**config.mk**
```make
export PLATFORM = sky130hd
export DESIGN_NAME = interval_timer_ctrl_flat
export DESIGN_NICKNAME = d
export VERILOG_FILES = /design/src/rtl/interval_timer_ctrl_if.sv /design/src/rtl/interval_timer_ctrl.sv /design/src/flat_wrapper.sv
export SDC_FILE = /design/constraint.sdc
export NUM_CORES = 1
export LEC_CHECK = 0
export CORE_MARGIN = 2
export CORE_UTILIZATION = 50
export CTS_BUF_LIST = sky130_fd_sc_hd__clkbuf_8 sky130_fd_sc_hd__clkbuf_16
export CTS_CLUSTER_DIAMETER = 60
export DETAILED_ROUTE_END_ITERATION = 8
export PLACE_DENSITY = 0.82
export SYNTH_ARGS = -nofsm -noshare
export SYNTH_HDL_FRONTEND = slang
export SYNTH_SLANG_ARGS = --single-unit
```
**constraint.sdc**
```tcl
create_clock -name clk -period 5.35 [get_ports clk]
set_input_delay 0.535 -clock clk [delete_from_list [all_inputs] [get_ports clk]]
set_output_delay 0.535 -clock clk [all_outputs]
set_load 0.005 [all_outputs]
```
**src/rtl/interval_timer_ctrl_if.sv**
```systemverilog
`default_nettype none
// +----------------------------------------------------------------------+
// | Module   : interval_timer_ctrl_if                                    |
// | Brief    : Start/expire handshake and reprogramming bus of the timer |
// | Revision : 1.0 - initial release                                     |
// +----------------------------------------------------------------------+
interface interval_timer_ctrl_if #(
  parameter int CNT_W = 4
);
  logic             startTimer;
  logic [1:0]       timeParameter;
  logic             prog_load;
  logic [1:0]       prog_sel;
  logic [CNT_W-1:0] prog_value;
  logic             expired;
  logic             reprogram;
  logic             busy;
  logic [CNT_W-1:0] remaining;
  logic             tick;

  modport master (
    output startTimer, timeParameter, prog_load, prog_sel, prog_value,
    input  expired, reprogram, busy, remaining, tick
  );

  modport slave (
    input  startTimer, timeParameter, prog_load, prog_sel, prog_value,
    output expired, reprogram, busy, remaining, tick
  );
endinterface
`default_nettype wire

```
**src/rtl/interval_timer_ctrl.sv**
```systemverilog
`default_nettype none
// +----------------------------------------------------------------------+
// | Module   : interval_timer_ctrl                                       |
// | Brief    : Interval timer + parameter store for the light sequencer. |
// |            Run-time reprogramming enabled by macro TIMER_PROG_EN.    |
// | Revision : 1.0 - initial release                                     |
// +----------------------------------------------------------------------+
module interval_timer_ctrl #(
  parameter int PRESCALE = 50_000_000,
  parameter int CNT_W    = 4,
  parameter int BASE_DEF = 6,
  parameter int EXT_DEF  = 3,
  parameter int YEL_DEF  = 2
) (
  input  wire logic             clk,
  input  wire logic             reset,
  interval_timer_ctrl_if.slave  tmr
);

  localparam int              c_PW    = (PRESCALE > 1) ? $clog2(PRESCALE) : 1;
  localparam logic [c_PW-1:0] c_PMAX  = c_PW'(PRESCALE - 1);
  localparam logic [1:0]      c_IDLE  = 2'd0;
  localparam logic [1:0]      c_COUNT = 2'd1;
  localparam logic [1:0]      c_DONE  = 2'd2;

  logic [1:0]       r_state;
  logic [1:0]       w_state_nxt;
  logic [c_PW-1:0]  r_presc;
  logic [c_PW-1:0]  w_presc_nxt;
  logic [CNT_W-1:0] r_remaining;
  logic [CNT_W-1:0] w_rem_nxt;
  logic             r_busy;
  logic             r_expired;
  logic             r_tick;
  logic             w_busy_nxt;
  logic             w_expired_nxt;
  logic             w_tick_nxt;
  logic [CNT_W-1:0] w_base;
  logic [CNT_W-1:0] w_ext;
  logic [CNT_W-1:0] w_yel;
  logic [CNT_W-1:0] w_sel_val;
  logic [CNT_W-1:0] w_load_val;
  logic             w_tick_now;

`ifdef TIMER_PROG_EN
  logic [CNT_W-1:0] r_base;
  logic [CNT_W-1:0] r_ext;
  logic [CNT_W-1:0] r_yel;
  logic             r_reprogram;
  logic             w_accept;

  assign w_accept = tmr.prog_load && (tmr.prog_sel != 2'b11);

  always_ff @(posedge clk) begin
    if (!reset) begin
      r_base      <= CNT_W'(BASE_DEF);
      r_ext       <= CNT_W'(EXT_DEF);
      r_yel       <= CNT_W'(YEL_DEF);
      r_reprogram <= 1'b0;
    end else begin
      r_reprogram <= w_accept;
      if (w_accept) begin
        case (tmr.prog_sel)
          2'b00:   r_base <= tmr.prog_value;
          2'b01:   r_ext  <= tmr.prog_value;
          default: r_yel  <= tmr.prog_value;
        endcase
      end
    end
  end

  assign w_base        = r_base;
  assign w_ext         = r_ext;
  assign w_yel         = r_yel;
  assign tmr.reprogram = r_reprogram;
`else
  assign w_base        = CNT_W'(BASE_DEF);
  assign w_ext         = CNT_W'(EXT_DEF);
  assign w_yel         = CNT_W'(YEL_DEF);
  assign tmr.reprogram = 1'b0;
`endif

  // Reads the registers before any same-cycle write lands.
  always_comb begin
    case (tmr.timeParameter)
      2'b00:   w_sel_val = w_base;
      2'b01:   w_sel_val = w_ext;
      default: w_sel_val = w_yel;
    endcase
  end

  assign w_load_val = (w_sel_val == '0) ? CNT_W'(1) : w_sel_val;
  assign w_tick_now = (r_state == c_COUNT) && (r_presc == c_PMAX);

  always_ff @(posedge clk) begin
    if (!reset) begin
      r_state <= c_IDLE;
    end else begin
      r_state <= w_state_nxt;
    end
  end

  // A start in any state restarts the countdown and drops a pending expiry.
  always_comb begin
    w_state_nxt = r_state;
    case (r_state)
      c_IDLE: begin
        if (tmr.startTimer) w_state_nxt = c_COUNT;
      end
      c_COUNT: begin
        if (tmr.startTimer)
          w_state_nxt = c_COUNT;
        else if (w_tick_now && (r_remaining == CNT_W'(1)))
          w_state_nxt = c_DONE;
      end
      c_DONE: begin
        w_state_nxt = tmr.startTimer ? c_COUNT : c_IDLE;
      end
      default: w_state_nxt = c_IDLE;
    endcase
  end

  always_comb begin
    w_presc_nxt = '0;
    w_rem_nxt   = r_remaining;
    if (tmr.startTimer) begin
      w_rem_nxt = w_load_val;
    end else if (r_state == c_COUNT) begin
      if (w_tick_now) begin
        w_rem_nxt = r_remaining - CNT_W'(1);
      end else begin
        w_presc_nxt = r_presc + c_PW'(1);
      end
    end
  end

  // Outputs are computed from next state so they can be registered.
  always_comb begin
    w_busy_nxt    = (w_state_nxt != c_IDLE);
    w_expired_nxt = (w_state_nxt == c_DONE);
    w_tick_nxt    = (w_state_nxt == c_COUNT) && (w_presc_nxt == c_PMAX);
  end

  always_ff @(posedge clk) begin
    if (!reset) begin
      r_presc     <= '0;
      r_remaining <= '0;
      r_busy      <= 1'b0;
      r_expired   <= 1'b0;
      r_tick      <= 1'b0;
    end else begin
      r_presc     <= w_presc_nxt;
      r_remaining <= w_rem_nxt;
      r_busy      <= w_busy_nxt;
      r_expired   <= w_expired_nxt;
      r_tick      <= w_tick_nxt;
    end
  end

  assign tmr.expired   = r_expired;
  assign tmr.busy      = r_busy;
  assign tmr.remaining = r_remaining;
  assign tmr.tick      = r_tick;

endmodule
`default_nettype wire
```
**src/flat_wrapper.sv**
```systemverilog
// flat-port wrapper written by rule: the top's interface ports become plain ports
module interval_timer_ctrl_flat 
#(
  parameter int PRESCALE = 50_000_000,
  parameter int CNT_W    = 4,
  parameter int BASE_DEF = 6,
  parameter int EXT_DEF  = 3,
  parameter int YEL_DEF  = 2
)
  (clk, reset, tmr_startTimer, tmr_timeParameter, tmr_prog_load, tmr_prog_sel, tmr_prog_value, tmr_expired, tmr_reprogram, tmr_busy, tmr_remaining, tmr_tick);
  interval_timer_ctrl_if #(.CNT_W(CNT_W)) tmr_i ();
  input  wire logic clk;
  input  wire logic reset;
  input wire logic [$bits(tmr_i.startTimer)-1:0] tmr_startTimer;
  input wire logic [$bits(tmr_i.timeParameter)-1:0] tmr_timeParameter;
  input wire logic [$bits(tmr_i.prog_load)-1:0] tmr_prog_load;
  input wire logic [$bits(tmr_i.prog_sel)-1:0] tmr_prog_sel;
  input wire logic [$bits(tmr_i.prog_value)-1:0] tmr_prog_value;
  output wire logic [$bits(tmr_i.expired)-1:0] tmr_expired;
  output wire logic [$bits(tmr_i.reprogram)-1:0] tmr_reprogram;
  output wire logic [$bits(tmr_i.busy)-1:0] tmr_busy;
  output wire logic [$bits(tmr_i.remaining)-1:0] tmr_remaining;
  output wire logic [$bits(tmr_i.tick)-1:0] tmr_tick;
  assign tmr_i.startTimer = tmr_startTimer;
  assign tmr_i.timeParameter = tmr_timeParameter;
  assign tmr_i.prog_load = tmr_prog_load;
  assign tmr_i.prog_sel = tmr_prog_sel;
  assign tmr_i.prog_value = tmr_prog_value;
  assign tmr_expired = tmr_i.expired;
  assign tmr_reprogram = tmr_i.reprogram;
  assign tmr_busy = tmr_i.busy;
  assign tmr_remaining = tmr_i.remaining;
  assign tmr_tick = tmr_i.tick;
  interval_timer_ctrl #(.PRESCALE(PRESCALE), .CNT_W(CNT_W), .BASE_DEF(BASE_DEF), .EXT_DEF(EXT_DEF), .YEL_DEF(YEL_DEF)) u_core (.clk(clk), .reset(reset), .tmr(tmr_i));
endmodule
```
[Yosys cells after proc, flatten, opt, wreduce, memory -nomap -nowiden]
Cells that the tools add are included.
W data, S select, Z words.
Cells by class
  add/sub/neg operators: 2
  equal/unequal tests: 8
  mux-type cells: 13
  reduce and logical (&&, ||, !) cells: 10
Operators with widths (number)
  $mux W26: 3
  $eq A26 B26 Y1 const B: 2
  $add A26 B1 Y26 const B: 1
  $mux W4: 3
  $eq A2 B1 Y1 const B: 3
  $mux W2: 3
  $pmux W2 S3: 1
  $pmux W3 S2: 1
  $reduce_bool A2 Y1: 3
  $eq A2 B2 Y1 const B: 2
  $eq A4 B1 Y1 const B: 1
  $logic_not A2 Y1: 2
  $logic_not A4 Y1: 1
  $sub A4 B1 Y4 const B: 1
  $logic_and A1 B1 Y1: 3
  $mux W3: 1
  $reduce_and A2 Y1: 1
  $mux W1: 1
Storage, ports and cells
  bits in registers: 35
  bits of input ports: 12
  output and inout port bits: 8

[Logic depth before layout (Yosys ltp)]
  word-level depth: 8
  gate-level depth with buffers: 7

[Worst setup path before layout]
OpenSTA, ideal clock, no wires.
  kind: reg2reg
  from: register u_core.r_presc[0]
  to: register u_core.r_presc[13]
  setup time: 0.120 ns
  arrival: 1.755 ns
  path slack: 3.474 ns
  stages on the path, launching flop included: 8
  cells stage by stage: dfxtp_1 ha_1 nand4_4 nor4_1 nand4_1 nand3_1 buf_2 nor2_1
Between the ends
  word-level cells in the longest chain between the ends: 5
  elaborated cells on any way between the ends: 6
Ends and longest elaborated chain
  start, declared: line interval_timer_ctrl.sv:28  | logic [c_PW-1:0] r_presc;
  start signal, assigned: line interval_timer_ctrl.sv:152  | r_presc <= w_presc_nxt;
  parallel branches: the longest is 2 deep, another holds $add A26 B1 Y26
  $mux W26 (*): line interval_timer_ctrl.sv:129  | if (w_tick_now) begin
  $mux W26 (*): line interval_timer_ctrl.sv:128  | end else if (r_state == c_COUNT) begin
  $mux W26 (*): line interval_timer_ctrl.sv:126  | if (tmr.startTimer) begin
Mark *: on every way between the ends.
A chain may end at the register's enable or synchronous reset.

[Final worst setup path]
  from: register u_core.r_presc[0]
  to: register u_core.r_tick, in the netlist u_core.tmr.tick
Between the ends
  word-level cells in the longest chain between the ends: 8
  elaborated cells on any way between the ends: 13
Ends and longest elaborated chain
  parallel branches: the longest is 7 deep, another holds $add A26 B1 Y26
  $logic_and A1 B1 Y1 (*): line interval_timer_ctrl.sv:141  | w_tick_nxt = (w_state_nxt == c_COUNT) && (w_presc_nxt == c_PMAX);
  end signal, assigned: line interval_timer_ctrl.sv:156  | r_tick <= w_tick_nxt;
  end, declared: line interval_timer_ctrl.sv:34  | logic r_tick;
Marks and branches as above.

==> summary.txt <==
Clock network
  – Post-cts gate resize count: 0
  – Clk_lat worst skew: 0.29 ns
  – Cts bufs inserted: 5
  – Post-cts hold buffer count: 0
  – CTS root buf: clkbuf_8
  – Clk slew on worst S/H paths: 0.06 ns
  – Setup bufs post-CTS: 0
  – CTS tree: built
  – Total number of H-tree levels: 2
  – Clock sink count: 35
  – Max Root-Sink Buffers: 2

Logic synthesis
  – Area share of the largest cell type after synthesis: 0.387
  – Post-Synth Adder-Cell Area: 0.0207
  – Post-synth top area cell: dfxtp_1
  – Syn nets: 220
  – Area contributors post-synth: dfxtp_1 (39%), xnor2_1 (8.2%), nor2_1 (7.7%)
  – Post-synthesis sequential area ratio: 0.387
  – Asr flop ratio synth: 0
  – Synthesized cell area: roughly 1800 sq um
  – Post-synth top cells: nor2_1 (37), dfxtp_1 (35), xnor2_1 (17), xor2_1 (14), nand2_1 (12)
  – Synth cell types: 45
  – Top-count cell post-synth: nor2_1
  – Syn. warnings: 0
  – Post-synth EDFFs: 0
  – Primary FF master, synth: dfxtp_1
  – Xor-xnor portion of the synthesized cell area: 0.150
  – Multiplexer share of the synthesized area: 0
  – FF+latch count, synth: 35
  – Simple-Gate Fraction of Synth Area: 0.347
  – Gate Count Post-Synth: 205
  – Synth Area per Inst: 8.83 sq um
  – Main combinational cell family by area after synthesis: simple AND/OR/NAND/NOR gates
  – Synth Area in Compound Gates: 0.0574

Setup path
  – Crit path from: u_core.r_presc[0]$_SDFF_PN0_
  – Register-to-Register Path Depth: 7
  – Reg2Reg Setup Slack: 2.62 ns
  – Reg2Reg Launch Point: u_core.r_presc[0]$_SDFF_PN0_
  – WP buf/inv: 0
  – Critical Path Max Stage Delay: 0.75 ns
  – CP max FO: 25
  – CP cell instances: ha_1 > nand4_4 > nor4_1 > nand4_1 > nand3_1 > nor4b_2 > and4_1
  – Crit end category: flip-flop
  – Critical Path Slowest Stage Cell: nand3_1
  – Worst path depth: 7
  – Required @ worst endpoint: 5.53 ns
  – Setup CP Type: flip-flop to flip-flop
  – CP endpoint: u_core.tmr.tick$_SDFF_PN0_
  – Worst R2R End: u_core.tmr.tick$_SDFF_PN0_
  – Critical path's top delay family: simple AND/OR/NAND/NOR gates
  – Worst setup SP type: flip-flop
  – Crit path DAT: 2.90 ns

Finish
  – Post-synthesis to final-layout area growth: 13.1%
  – Nets@finish: 231
  – # fillers: approximately 310
  – Final core occ: 0.599
  – Layout cells sized above 1: 0.0880
  – Ant diodes: 0

Floorplanning
  – Chip width: ~64 um
  – Core region area: 3420 sq um
  – Die footprint: 4120 sq um
  – I/O pins: 20
  – Die H: 64.2 um
  – Rows: 21
  – Initial Util: 0.530

Routing
  – Post-DRT Antenna Nets: 0
  – DRC: 0
  – DR vias/cell: 5.48
  – Pre-antenna DRT Iters: 4
  – Routed via count: 1,437
  – Routed len/inst: 12.8 um
  – Routed WL: 3350 um
  – DR iter-0 viols: 50

STA
  – Min cycle time layout: 2.73 ns
  – Max Slew Vio Count: 0
  – Setup TNS Final: 0 ns
  – Setup-failing EPs final: 0
  – RSZ-0062 raised after global routing: no
  – Rel. slew slack: 0.349
  – Final Hold Viols: 0
  – Fmax: ~370 MHz
  – Fin crit share: 0.510
  – Worst Tran Pin Value: about 1 ns
  – Worst Clk Skew: 0.00689 ns

Pwr
  – Logic pwr share: 0.039
  – Int Pwr: 0.409 mW
  – VDD IR max: 0.195 mV
  – Clock Power Share: 0.437
  – Sw power: 0.100 mW
  – Power Dens Cells: about 250 nW/um^2
  – Total power: 0.509 mW
  – Switching Fraction: 0.197
  – Leakage power: between 0.6 and 0.7 nW
  – Sequential Power Share: 0.524

Status
  – Status: finished, final reports clean

GRT
  – Overall Global Routing Usage: 0.183
  – Largest net degree at the start of global routing: 26
  – Grt ovf: 0
  – Antenna violations before repair: 0
  – Vias in the first global route: 1,296
  – First-pass GRT wire length: 5820 um

Placement
  – Port Buffers: 11
  – Dpl hpwl: between 2000 and 2500 um
  – RD Place Congestion: 0.774

Min path
  – Worst hold path class: flip-flop to flip-flop

Flow run
  – Maxcap violations: 0
[final cells by class]
cell class	count	area (sq um)	share of cell area
multi-input combinational	155	1040	0.511
timing repair buffer	11	110	0.0538
sequential	35	701	0.343
tap	46	57.6	0.0281
clock inverter	2	33.8	0.0165
clock buffer	5	68.8	0.0336
inverter	8	30.0	0.0147
[cells in the final DEF (no fill, tap or decap), drive strengths merged, types with 3 or more instances in the layout]
master	netlist	layout
nand2	13	13
clkdlybuf4s50	0	11
nor3	6	6
inv	8	9
clkbuf	3	5
ha	3	3
dfxtp	35	35
xor2	14	14
xnor2	17	17
nor2	37	37
nand4	11	11
nor3b	3	3
nor4b	3	3
nand2b	3	3
nand3	10	10
nor4	9	9
a31oi	3	3
[logic make-up (layout without fill, tap and decap cells)]
kind of cell    Yosys count  count (layout)
other cells               1               1
compound gates           14              14
xor+xnor                 31              31
simple gates            106             106
flops                    35              35
fa+ha+maj                 3               3
buf+inv                  15              26
[worst min-delay path by stage]
stage | slack, ns | cells after the start | start | to
floorplan | 0.44 | 1 | u_core.r_presc[0]$_SDFF_PN0_ | u_core.r_presc[0]$_SDFF_PN0_
global placement | 0.46 | 1 | u_core.r_presc[0]$_SDFF_PN0_ | u_core.r_presc[0]$_SDFF_PN0_
detailed placement | 0.48 | 1 | u_core.r_presc[0]$_SDFF_PN0_ | u_core.r_presc[0]$_SDFF_PN0_
CTS | 0.49 | 1 | u_core.r_presc[0]$_SDFF_PN0_ | u_core.r_presc[0]$_SDFF_PN0_
global route | 0.54 | 1 | u_core.r_presc[0]$_SDFF_PN0_ | u_core.r_presc[0]$_SDFF_PN0_
finish | 0.49 | 1 | u_core.r_presc[0]$_SDFF_PN0_ | u_core.r_presc[0]$_SDFF_PN0_
[worst register-to-register path: cells and delay by family, from the launching register on]
family | cells | cell delay, ns
flip-flops | 1 | 0.41
AND/OR/NAND/NOR | 6 | 1.93
adder cells (fa/ha/maj) | 1 | 0.28
[registers in the layout, indices dropped and copies added (netlist names)]
register,flops
u_core.r_presc,26
u_core.tmr.remaining,4
u_core.r_state,2
u_core.tmr.busy,1
u_core.tmr.expired,1
u_core.tmr.tick,1
[through the flow]
step                      std cells  instance area [sq um]  worst slack, ns  hold slack (ns)
final                           262                   2050             2.62            0.491
after CTS                       262                   2050             2.61            0.490
after global placement          255                   1940             2.53            0.465
after floorplan                 205                   1810             3.47            0.441
after global routing            262                   2050             2.43            0.538
after detailed placement        255                   1940             2.47            0.480
[power groups by stage]
stage / combinational, mW / clock [mW] / sequential [mW]
after floorplan: 0.0112 / 0 / 0.272
after global placement: 0.0199 / 0 / 0.272
after detailed placement: 0.0202 / 0 / 0.272
after CTS: 0.0202 / 0.227 / 0.266
after global routing: 0.0223 / 0.239 / 0.267
final: 0.0200 / 0.222 / 0.266
[routing by layer]
metal	part of all wire	GRT usage
met1	0.51	0.250
met2	0.43	0.275
met3	0.039	0.0423
met4	0.020	0.0798
met5	0	0
(Power assumes the default switching activity.)
